[config.mk]
export PLATFORM = sky130hd
export DESIGN_NAME = clint_timer
export DESIGN_NICKNAME = d
export VERILOG_FILES = /design/src/rtl/clint_timer.sv
export SDC_FILE = /design/constraint.sdc
export NUM_CORES = 1
export LEC_CHECK = 0
export BUFFER_PORTS_ARGS = -buffer_cell sky130_fd_sc_hd__buf_2
export CAP_MARGIN = 20
export CORE_MARGIN = 2
export CORE_UTILIZATION = 35
export CTS_CLUSTER_SIZE = 12
export DETAILED_ROUTE_END_ITERATION = 8
export GPL_ROUTABILITY_DRIVEN = 1
export PLACE_DENSITY = 0.57
export SLEW_MARGIN = 20
export SYNTH_ARGS = -nofsm -noshare
export SYNTH_HDL_FRONTEND = slang
export SYNTH_SLANG_ARGS = --single-unit
export TNS_END_PERCENT = 50
[constraint.sdc]
create_clock -name clk_i -period 2.6 [get_ports clk_i]
set_input_delay 0.39 -clock clk_i [delete_from_list [all_inputs] [get_ports clk_i]]
set_output_delay 0.39 -clock clk_i [all_outputs]
set_load 0.005 [all_outputs]
[src/rtl/clint_timer.sv]
// rtl/clint_timer.sv - machine timer: prescaled 64-bit mtime plus NUM_CMP mtimecmp comparators
//
// Ports:
//   clk_i, rst_ni          clock, asynchronous active-low reset
//   timer_req_i            single-cycle bus request
//   timer_we_i             1 = write, 0 = read
//   timer_sel_i[3:0]       write byte enables
//   timer_addr_i[31:0]     byte address, only [9:0] decoded
//   timer_wdata_i[31:0]    write data
//   timer_rvalid_o         read response pulse, one cycle after a read request
//   timer_rdata_o[31:0]    read data, held between responses
//   timer_intr_o[NUM_CMP]  per-comparator level interrupt (mtime >= mtimecmp[i])
module clint_timer #(
  parameter int NUM_CMP    = 2,
  parameter int PRESCALE_W = 16
) (
  input  logic               clk_i,
  input  logic               rst_ni,
  input  logic               timer_req_i,
  input  logic [3:0]         timer_sel_i,
  input  logic [31:0]        timer_addr_i,
  input  logic               timer_we_i,
  input  logic [31:0]        timer_wdata_i,
  output logic               timer_rvalid_o,
  output logic [31:0]        timer_rdata_o,
  output logic [NUM_CMP-1:0] timer_intr_o
);

  logic [63:0]           mtime_q, mtime_d;
  logic [63:0]           cmp_q [NUM_CMP];
  logic [63:0]           cmp_d [NUM_CMP];
  logic                  en_q, en_d;
  logic [PRESCALE_W-1:0] prescale_q, prescale_d;
  logic [PRESCALE_W-1:0] pcnt_q, pcnt_d;
  logic [31:0]           snap_q, snap_d;
  logic                  rvalid_q, rvalid_d;
  logic [31:0]           rdata_q, rdata_d;
  logic [NUM_CMP-1:0]    intr_q, intr_d;

  // Address decode: word-aligned offsets only; misaligned addresses are unmapped.
  logic [7:0] word;
  logic       aligned;
  logic       wr, rd;
  logic       sel_lo, sel_hi, sel_ctrl, sel_pre, sel_cmp;
  logic [6:0] cmp_idx;
  logic       cmp_hi;

  assign word     = timer_addr_i[9:2];
  assign aligned  = (timer_addr_i[1:0] == 2'b00);
  assign wr       = timer_req_i & timer_we_i;
  assign rd       = timer_req_i & ~timer_we_i;
  assign sel_lo   = aligned && (word == 8'd0);
  assign sel_hi   = aligned && (word == 8'd1);
  assign sel_ctrl = aligned && (word == 8'd2);
  assign sel_pre  = aligned && (word == 8'd3);
  // Comparator i occupies words 4+2i (LO) and 5+2i (HI).
  assign cmp_idx  = word[7:1] - 7'd2;
  assign cmp_hi   = word[0];
  assign sel_cmp  = aligned && (word >= 8'd4) && (cmp_idx < 7'(NUM_CMP));

  function automatic logic [31:0] merge(input logic [31:0] old_v,
                                        input logic [31:0] new_v,
                                        input logic [3:0]  sel);
    logic [31:0] res;
    res = old_v;
    for (int b = 0; b < 4; b++) begin
      if (sel[b]) res[8*b +: 8] = new_v[8*b +: 8];
    end
    return res;
  endfunction

  logic        pcnt_clr;
  logic        pcnt_wrap;
  logic        tick;
  logic [31:0] pre_merged;
  logic [31:0] rd_val;

  always_comb begin
    pcnt_clr   = wr & (sel_ctrl | sel_pre);
    pcnt_wrap  = (pcnt_q == prescale_q);
    // A CTRL/PRESCALE write restarts the prescaler and swallows a pending tick.
    tick       = en_q & pcnt_wrap & ~pcnt_clr;
    pre_merged = merge(32'(prescale_q), timer_wdata_i, timer_sel_i);

    pcnt_d = pcnt_q;
    if (pcnt_clr) begin
      pcnt_d = '0;
    end else if (en_q) begin
      pcnt_d = pcnt_wrap ? '0 : pcnt_q + PRESCALE_W'(1);
    end

    // A direct mtime write takes priority over the tick so the written value lands exactly.
    mtime_d = mtime_q;
    if (wr && sel_lo) begin
      mtime_d = {mtime_q[63:32], merge(mtime_q[31:0], timer_wdata_i, timer_sel_i)};
    end else if (wr && sel_hi) begin
      mtime_d = {merge(mtime_q[63:32], timer_wdata_i, timer_sel_i), mtime_q[31:0]};
    end else if (tick) begin
      mtime_d = mtime_q + 64'd1;
    end

    en_d = en_q;
    if (wr && sel_ctrl && timer_sel_i[0]) en_d = timer_wdata_i[0];

    prescale_d = prescale_q;
    if (wr && sel_pre) prescale_d = pre_merged[PRESCALE_W-1:0];

    rd_val = 32'd0;
    if (sel_lo)   rd_val = mtime_q[31:0];
    if (sel_hi)   rd_val = snap_q;
    if (sel_ctrl) rd_val = {31'd0, en_q};
    if (sel_pre)  rd_val = 32'(prescale_q);

    for (int i = 0; i < NUM_CMP; i++) begin
      cmp_d[i]  = cmp_q[i];
      intr_d[i] = (mtime_q >= cmp_q[i]);
      if (sel_cmp && (cmp_idx == 7'(i))) begin
        if (cmp_hi) rd_val = cmp_q[i][63:32];
        else        rd_val = cmp_q[i][31:0];
        if (wr) begin
          // Writing either half of a comparator masks its interrupt for one cycle.
          intr_d[i] = 1'b0;
          if (cmp_hi) cmp_d[i][63:32] = merge(cmp_q[i][63:32], timer_wdata_i, timer_sel_i);
          else        cmp_d[i][31:0]  = merge(cmp_q[i][31:0],  timer_wdata_i, timer_sel_i);
        end
      end
    end

    // Reading LO captures the live HI word so a following HI read is coherent.
    snap_d   = (rd && sel_lo) ? mtime_q[63:32] : snap_q;
    rvalid_d = rd;
    rdata_d  = rd ? rd_val : rdata_q;
  end

  always_ff @(posedge clk_i or negedge rst_ni) begin
    if (!rst_ni) begin
      mtime_q    <= '0;
      en_q       <= 1'b1;
      prescale_q <= '0;
      pcnt_q     <= '0;
      snap_q     <= '0;
      rvalid_q   <= 1'b0;
      rdata_q    <= '0;
      intr_q     <= '0;
      for (int i = 0; i < NUM_CMP; i++) cmp_q[i] <= '1;
    end else begin
      mtime_q    <= mtime_d;
      en_q       <= en_d;
      prescale_q <= prescale_d;
      pcnt_q     <= pcnt_d;
      snap_q     <= snap_d;
      rvalid_q   <= rvalid_d;
      rdata_q    <= rdata_d;
      intr_q     <= intr_d;
      for (int i = 0; i < NUM_CMP; i++) cmp_q[i] <= cmp_d[i];
    end
  end

  assign timer_rvalid_o = rvalid_q;
  assign timer_rdata_o  = rdata_q;
  assign timer_intr_o   = intr_q;

endmodule
# Word level (Yosys, flattened, before mapping)
# Index checks and enable logic that the tools add are counted.
op_classes:
  addsub: 3
  order_cmp: 4
  n_eq_ne: 14
  mux: 22
  n_bitwise: 10
  n_reduce_logical: 46
ops:
  columns: ["cell", "count"]
  rows:
  - ["2-to-1 mux 32 bit", 9]
  - [">= comparator 64 bit", 2]
  - ["2-to-1 mux 64 bit", 2]
  - ["adder 64 x 1 -> 64 bit (second input constant)", 1]
  - ["AND reduction 4 bit", 16]
  - ["2-to-1 mux 16 bit", 3]
  - ["2-to-1 mux 8 bit", 4]
  - ["AND reduction 3 bit", 8]
  - ["!= test 2 bit (second input constant)", 9]
  - ["adder 16 x 1 -> 16 bit (second input constant)", 1]
  - ["== test 16 bit", 1]
  - ["== test 8 x 2 -> 1 bit (second input constant)", 2]
  - ["logical AND 1 bit", 14]
  - ["== test 8 x 1 -> 1 bit (second input constant)", 1]
  - [">= comparator 8 x 3 -> 1 bit (second input constant)", 1]
  - ["logical NOT 8 bit", 1]
  - ["== test 7 x 1 -> 1 bit (second input constant)", 1]
  - ["logical NOT 7 bit", 1]
  - ["< comparator 7 x 2 -> 1 bit (second input constant)", 1]
  - ["subtractor 7 x 2 -> 7 bit (second input constant)", 1]
  - ["nonzero test 2 bit", 3]
  - ["AND 1 bit", 5]
  - ["2-to-1 mux 1 bit", 4]
  - ["inverter 1 bit", 4]
  - ["other kinds (3)", 4]
word_totals:
  reg_bits: 292
  in_bits: 72
  output_inout_bits: 35
  elab_cells: 131

# Depth between registers and ports, before layout
logic_depth:
  word_depth: 9
  depth_mapped: 11
  mapped_depth_nobuf: 9

# Worst setup path before layout
# OpenSTA, ideal clock, no wires.
synth_timing:
  path_kind: "input -> register"
  startpoint: "input port timer_addr_i[5]"
  endpoint: "register mtime_q[17]"
  setup_time_ns: 0.121
  t_arrival_ns: 2.299
  t_required_ns: 2.479
  slack_ns: 0.180
  cell_stages: 9
  n_path_buf: 1
  cell_sequence: "inv_1 > ha_1 > nor3b_1 > nand3_1 > nor3_1 > clkbuf_1 > a21o_1 > o21ai_0 > a22o_1"
synth_between:
  elab_chain_len: 8
  word_cells_on_any_way: 19
  cone_classes: "eq/ne: 5; mux: 1; bitwise: 4; reduce/logical: 9"
synth_rtl:
  columns: ["element", "line_no", "source"]
  rows:
  - ["from (decl)", "21", "input logic [31:0] timer_addr_i,"]
  - ["== test 8 x 2 -> 1 bit, on equally long branches", "54, 55", null]
  - ["logical AND 1 bit, on equally long branches", "54, 55", null]
  - ["bitwise OR 1 bit", "79", "pcnt_clr = wr & (sel_ctrl | sel_pre);"]
  - ["AND 1 bit", "79", null]
  - ["inverter 1 bit", "82", "tick = en_q & pcnt_wrap & ~pcnt_clr;"]
  - ["AND 1 bit", "82", null]
  - ["nonzero test 2 bit (no source line)", null, null]
  - ["AND reduction 3 bit (no source line)", null, null]
  - ["to (signal assigned)", "147", "mtime_q <= mtime_d;"]
  - ["to (decl)", "29", "logic [63:0] mtime_q, mtime_d;"]
# Several ways; a longest one is shown, not always the timed one.
# A chain may end at the register's enable or synchronous reset.

# Worst setup path after layout
layout_timing:
  startpoint: "register cmp_q[111] in the netlist's numbering"
  endpoint: "register intr_q[0] (netlist: timer_intr_o[0])"
layout_between:
  elab_chain_len: 3
layout_rtl:
  columns: ["element", "line_no", "source"]
  rows:
  - ["from (decl)", "30", "logic [63:0] cmp_q [NUM_CMP];"]
  - [">= comparator 64 bit *", "116", "intr_d[i] = (mtime_q >= cmp_q[i]);"]
  - ["2-to-1 mux 1 bit", "120", "if (wr) begin"]
  - ["2-to-1 mux 1 bit *", "117", "if (sel_cmp && (cmp_idx == 7'(i))) begin"]
  - ["net intr_d[0]", "38", "logic [NUM_CMP-1:0] intr_q, intr_d;"]
  - ["to (signal assigned)", "154", "intr_q <= intr_d;"]
  - ["to (decl)", "38", null]
# Mark *: on every way through the listed nets, which the timed path passes. The rest lies on a longest branch.

==> results.toml <==
[drt]
drt-total-wl_um = 62500
ant_nets = 0
drt_iter0_drc = 1355
vias_per_cell = 5.585
drcViolationCount = 0
avgRoutedWirePerCell_um = 21.66
vias = 16110
dr.pass1.iters = 5

[setup_path]
r2r_start = "cmp_q[111]$_DFFE_PN1P_"
worstPathRequired_ns = 3.06
worstPathCellList = "inv_1, ha_1, nand4_1, or2_2, nor3_1, buf_4, nand2_1, nor4b_2, o41ai_1, a22oi_1"
critPathLaunch = "cmp_q[111]$_DFFE_PN1P_"
max_stage_delay_ns = 0.53
reg2reg_slack_ns = -0.004
crit_fanout = 2
endpoint = "timer_intr_o[0]$_DFF_PN0_"
cp.arrival_ns = 3.07
r2r_end = "timer_intr_o[0]$_DFF_PN0_"
cpMaxStageDelayCell = "dfstp_2"
startpoint_type = "flop"
end_kind = "flop"
worstSetupPathType = "flop to flop"
worstRegToRegCells = 10

[clock_network]
clock_sinks = 292
htree_levels = 2
cts.reportedPaths.clkPinSlew_ns = 0.06
cts_buffers = 35
cts.path.max_buffers = 3
clkLatencyLatePin_ns = 0.56
root_buffer = "clkbuf_16"
cts_tree = "done"

[min_path]
min_from = "timer_wdata_i[20]"
hold-path-cell-count = 3
hold_path_class = "input pin to flop"

[pwr]
p_seq_share_pct = 46.0
p_int_mw = 7.615
cellPowerDensity_nw_per_um2 = 455.6
switching_share_pct = 24.27
p_switching_mw = 2.441
power.total_mw = 10.06
pwr-share-clk_pct = 48.7
irDropWorstVdd_v = 0.0003357
p_comb_share_pct = 5.3
p_leak_nw = 10.24

[placed_design]
portBuffers = 84
place_congestion = 0.9172
pre_cts_slack_ns = -0.2293
dp_hpwl_um = 46920

[floorplan]
die_y_um = 230.5
rows = 83
pin_count = 107
core_area_um2 = 50990
die_w_um = 230.5
initial_utilization_pct = 35.22
die-area_um2 = 53140

[timing]
fmax_mhz = 384.0
slew_headroom_pct = 58.57
skew_ns = 0.01931
period_share_pct = 100.2
rsz0062_at_grt = "true"
hold_violations = 0
report.final.setup_viol = 1
slew_violations = 0
worstMarginPinSlew_ns = 0.6137
min_period_ns = 2.604
setup_ws_ns = -0.003965

[yosys]
async_reset_ff_share_pct = 100.0
synth.most_common_cell = "nand2_1"
ys.flop_type = "dfrtp_1"
synth_edf_count = 0
synth_largest_area_cell = "dfrtp_1"
syn_nets = 2143
netlist.area_leader.share_pct = 22.71
synth_seq_cells = 292
synth.top_cells.by_area = "dfrtp_1 23%, dfstp_2 19%, ha_1 9.3%"
syn_avg_cell_area_um2 = 9.267
syn-instance-count = 1938
yosysWarningCount = 0
synthTopCellsByCount = "231 x nand2_1, 206 x o21ai_0, 163 x dfrtp_1"
synth.distinct_cells = 72
synth-seq-area-share_pct = 41.58
synth_area_um2 = 17960

[final_layout]
nFillCells = 4991
drive_above_1_share_pct = 29.66
nets = 2384
syn2layout_area_growth_pct = 22.90
antenna_cells = 0
final_util_pct = 43.29

[flow_run]
cap_violations = 0

[global_route]
globalRouteOverflowTotal = 0
grt_pass1_vias = 15950
met2_usage_pct = 38.89
grt_pass1_wl_um = 96370
track_usage_pct = 23.54
antenna_found_initial = 0
grt.met1_usage_pct = 32.14
top_usage_layer = "met2"
grt_max_degree = 60
grt_util_met3_pct = 2.680

[outcome]
outcome = "finished, violations left"
violations = "negative setup slack"
-- worst min-delay path by stage --
| stage | to |
|---|---|
| 3_5_place_dp | timer_rdata_o[27]$_DFFE_PN0P_ |
| 4_1_cts | cmp_q[116]$_DFFE_PN1P_ |
| 5_1_grt | cmp_q[113]$_DFFE_PN1P_ |
| 2_1_floorplan | mtime_q[0]$_DFFE_PN0P_ |
| 3_3_place_gp | timer_rdata_o[27]$_DFFE_PN0P_ |
| 6_report | cmp_q[116]$_DFFE_PN1P_ |
-- power by group through the flow --
| stage | combinational (mW) | sequential [mW] | clock, mW |
|---|---|---|---|
| final | 0.538 | 4.63 | 4.89 |
| after global routing | 0.588 | 4.63 | 5.19 |
| after CTS | 0.541 | 4.63 | 4.99 |
| after detailed placement | 0.536 | 4.70 | 0 |
| after global placement | 0.532 | 4.70 | 0 |
| after floorplan | 0.176 | 4.69 | 0 |
-- kinds of logic after synthesis --
group | count (synthesis) | share of synthesized area [%]
AOI/OAI and AO/OA | 553 | 18.55
xor gates and xnor gates | 22 | 1.073
adders and majority gates | 133 | 9.266
buffers and inverters | 245 | 5.357
DFF | 292 | 41.58
muxes | 156 | 9.767
and+or+nand+nor | 537 | 14.41
-- area by class of cell --
type	count	area, um^2	share of cell area (%)
multi-input cells	1401	9778	44.30
flip-flops and latches	292	7472	33.85
repair buffers	301	2306	10.45
clock buffers	54	1040	4.711
well taps	680	850.8	3.855
inverters	148	555.5	2.517
clock inverters	9	70.07	0.3174
-- stage by stage --
step	std cells	hold WS (ns)	setup TNS, ns	instance area [um^2]
4_1_cts	2876	0.1073	-0.005205	21910
5_1_grt	2885	0.1505	-0.1553	22070
3_5_place_dp	2812	0.3803	-17.07	20670
6_report	2885	0.1317	-0.003965	22070
3_3_place_gp	2812	0.3841	-11.43	20670
2_1_floorplan	1938	0.09441	0	17960
-- layout by cell type (no fill, tap or decap), drive strengths merged, types with 6 or more instances in the layout --
master,synthesis,final
a31oi,14,14
and3,32,32
a21oi,155,155
a311oi,8,8
ha,133,133
a41oi,9,9
nand2,231,231
o21a,8,8
nor2,78,78
clkbuf,62,54
a221oi,19,19
a22oi,19,19
dfrtp,163,163
a22o,10,10
buf,35,300
nand4,48,48
o22a,7,7
clkinv,1,9
a211oi,10,10
mux2,114,114
o211ai,7,7
xnor2,19,19
mux2i,38,38
nor4,15,15
inv,147,147
or3,9,9
dfstp,129,129
o31ai,8,8
and2,11,11
and4,6,6
o22ai,15,15
nand3,43,43
o21ai,209,209
a21o,16,16
nor3,45,45
a32oi,6,6
nand2b,7,7
-- repair_timing --
| action | 4_1_cts | 5_1_grt |
|---|---|---|
| pin swaps | 14 | 11 |
| setup buffers | 1 | 10 |
| cloned | 0 | 0 |
| endpoints found under the setup margin | 10 | 44 |
| hold endpoints to repair | 34 | 0 |
| hold buffers | 1 | 0 |
| resized for setup | 24 | 15 |
-- worst max-delay path, delay by kind of cell, from the launching register on --
kind	cells	cell delay (ns)
DFF	1	0.53
and+or+nand+nor	5	1.13
AOI/OAI and AO/OA	2	0.25
adders and majority gates	1	0.33
buffers and inverters	2	0.27
-- state kept, by name, summed over array words and instances (netlist names) --
register,flops
pcnt_q,16
en_q,1
timer_rvalid_o,1
cmp_q,128
timer_rdata_o,32
timer_intr_o,2
mtime_q,64
prescale_q,16
snap_q,32
-- per-layer routing --
| metal | wire length (um) | share of wire, % |
|---|---|---|
| met5 | 0 | 0 |
| met4 | 1793 | 2.9 |
| met3 | 3469 | 5.6 |
| met2 | 29830 | 48 |
| met1 | 27410 | 44 |
No activity file was read; power rests on OpenSTA's default activity.
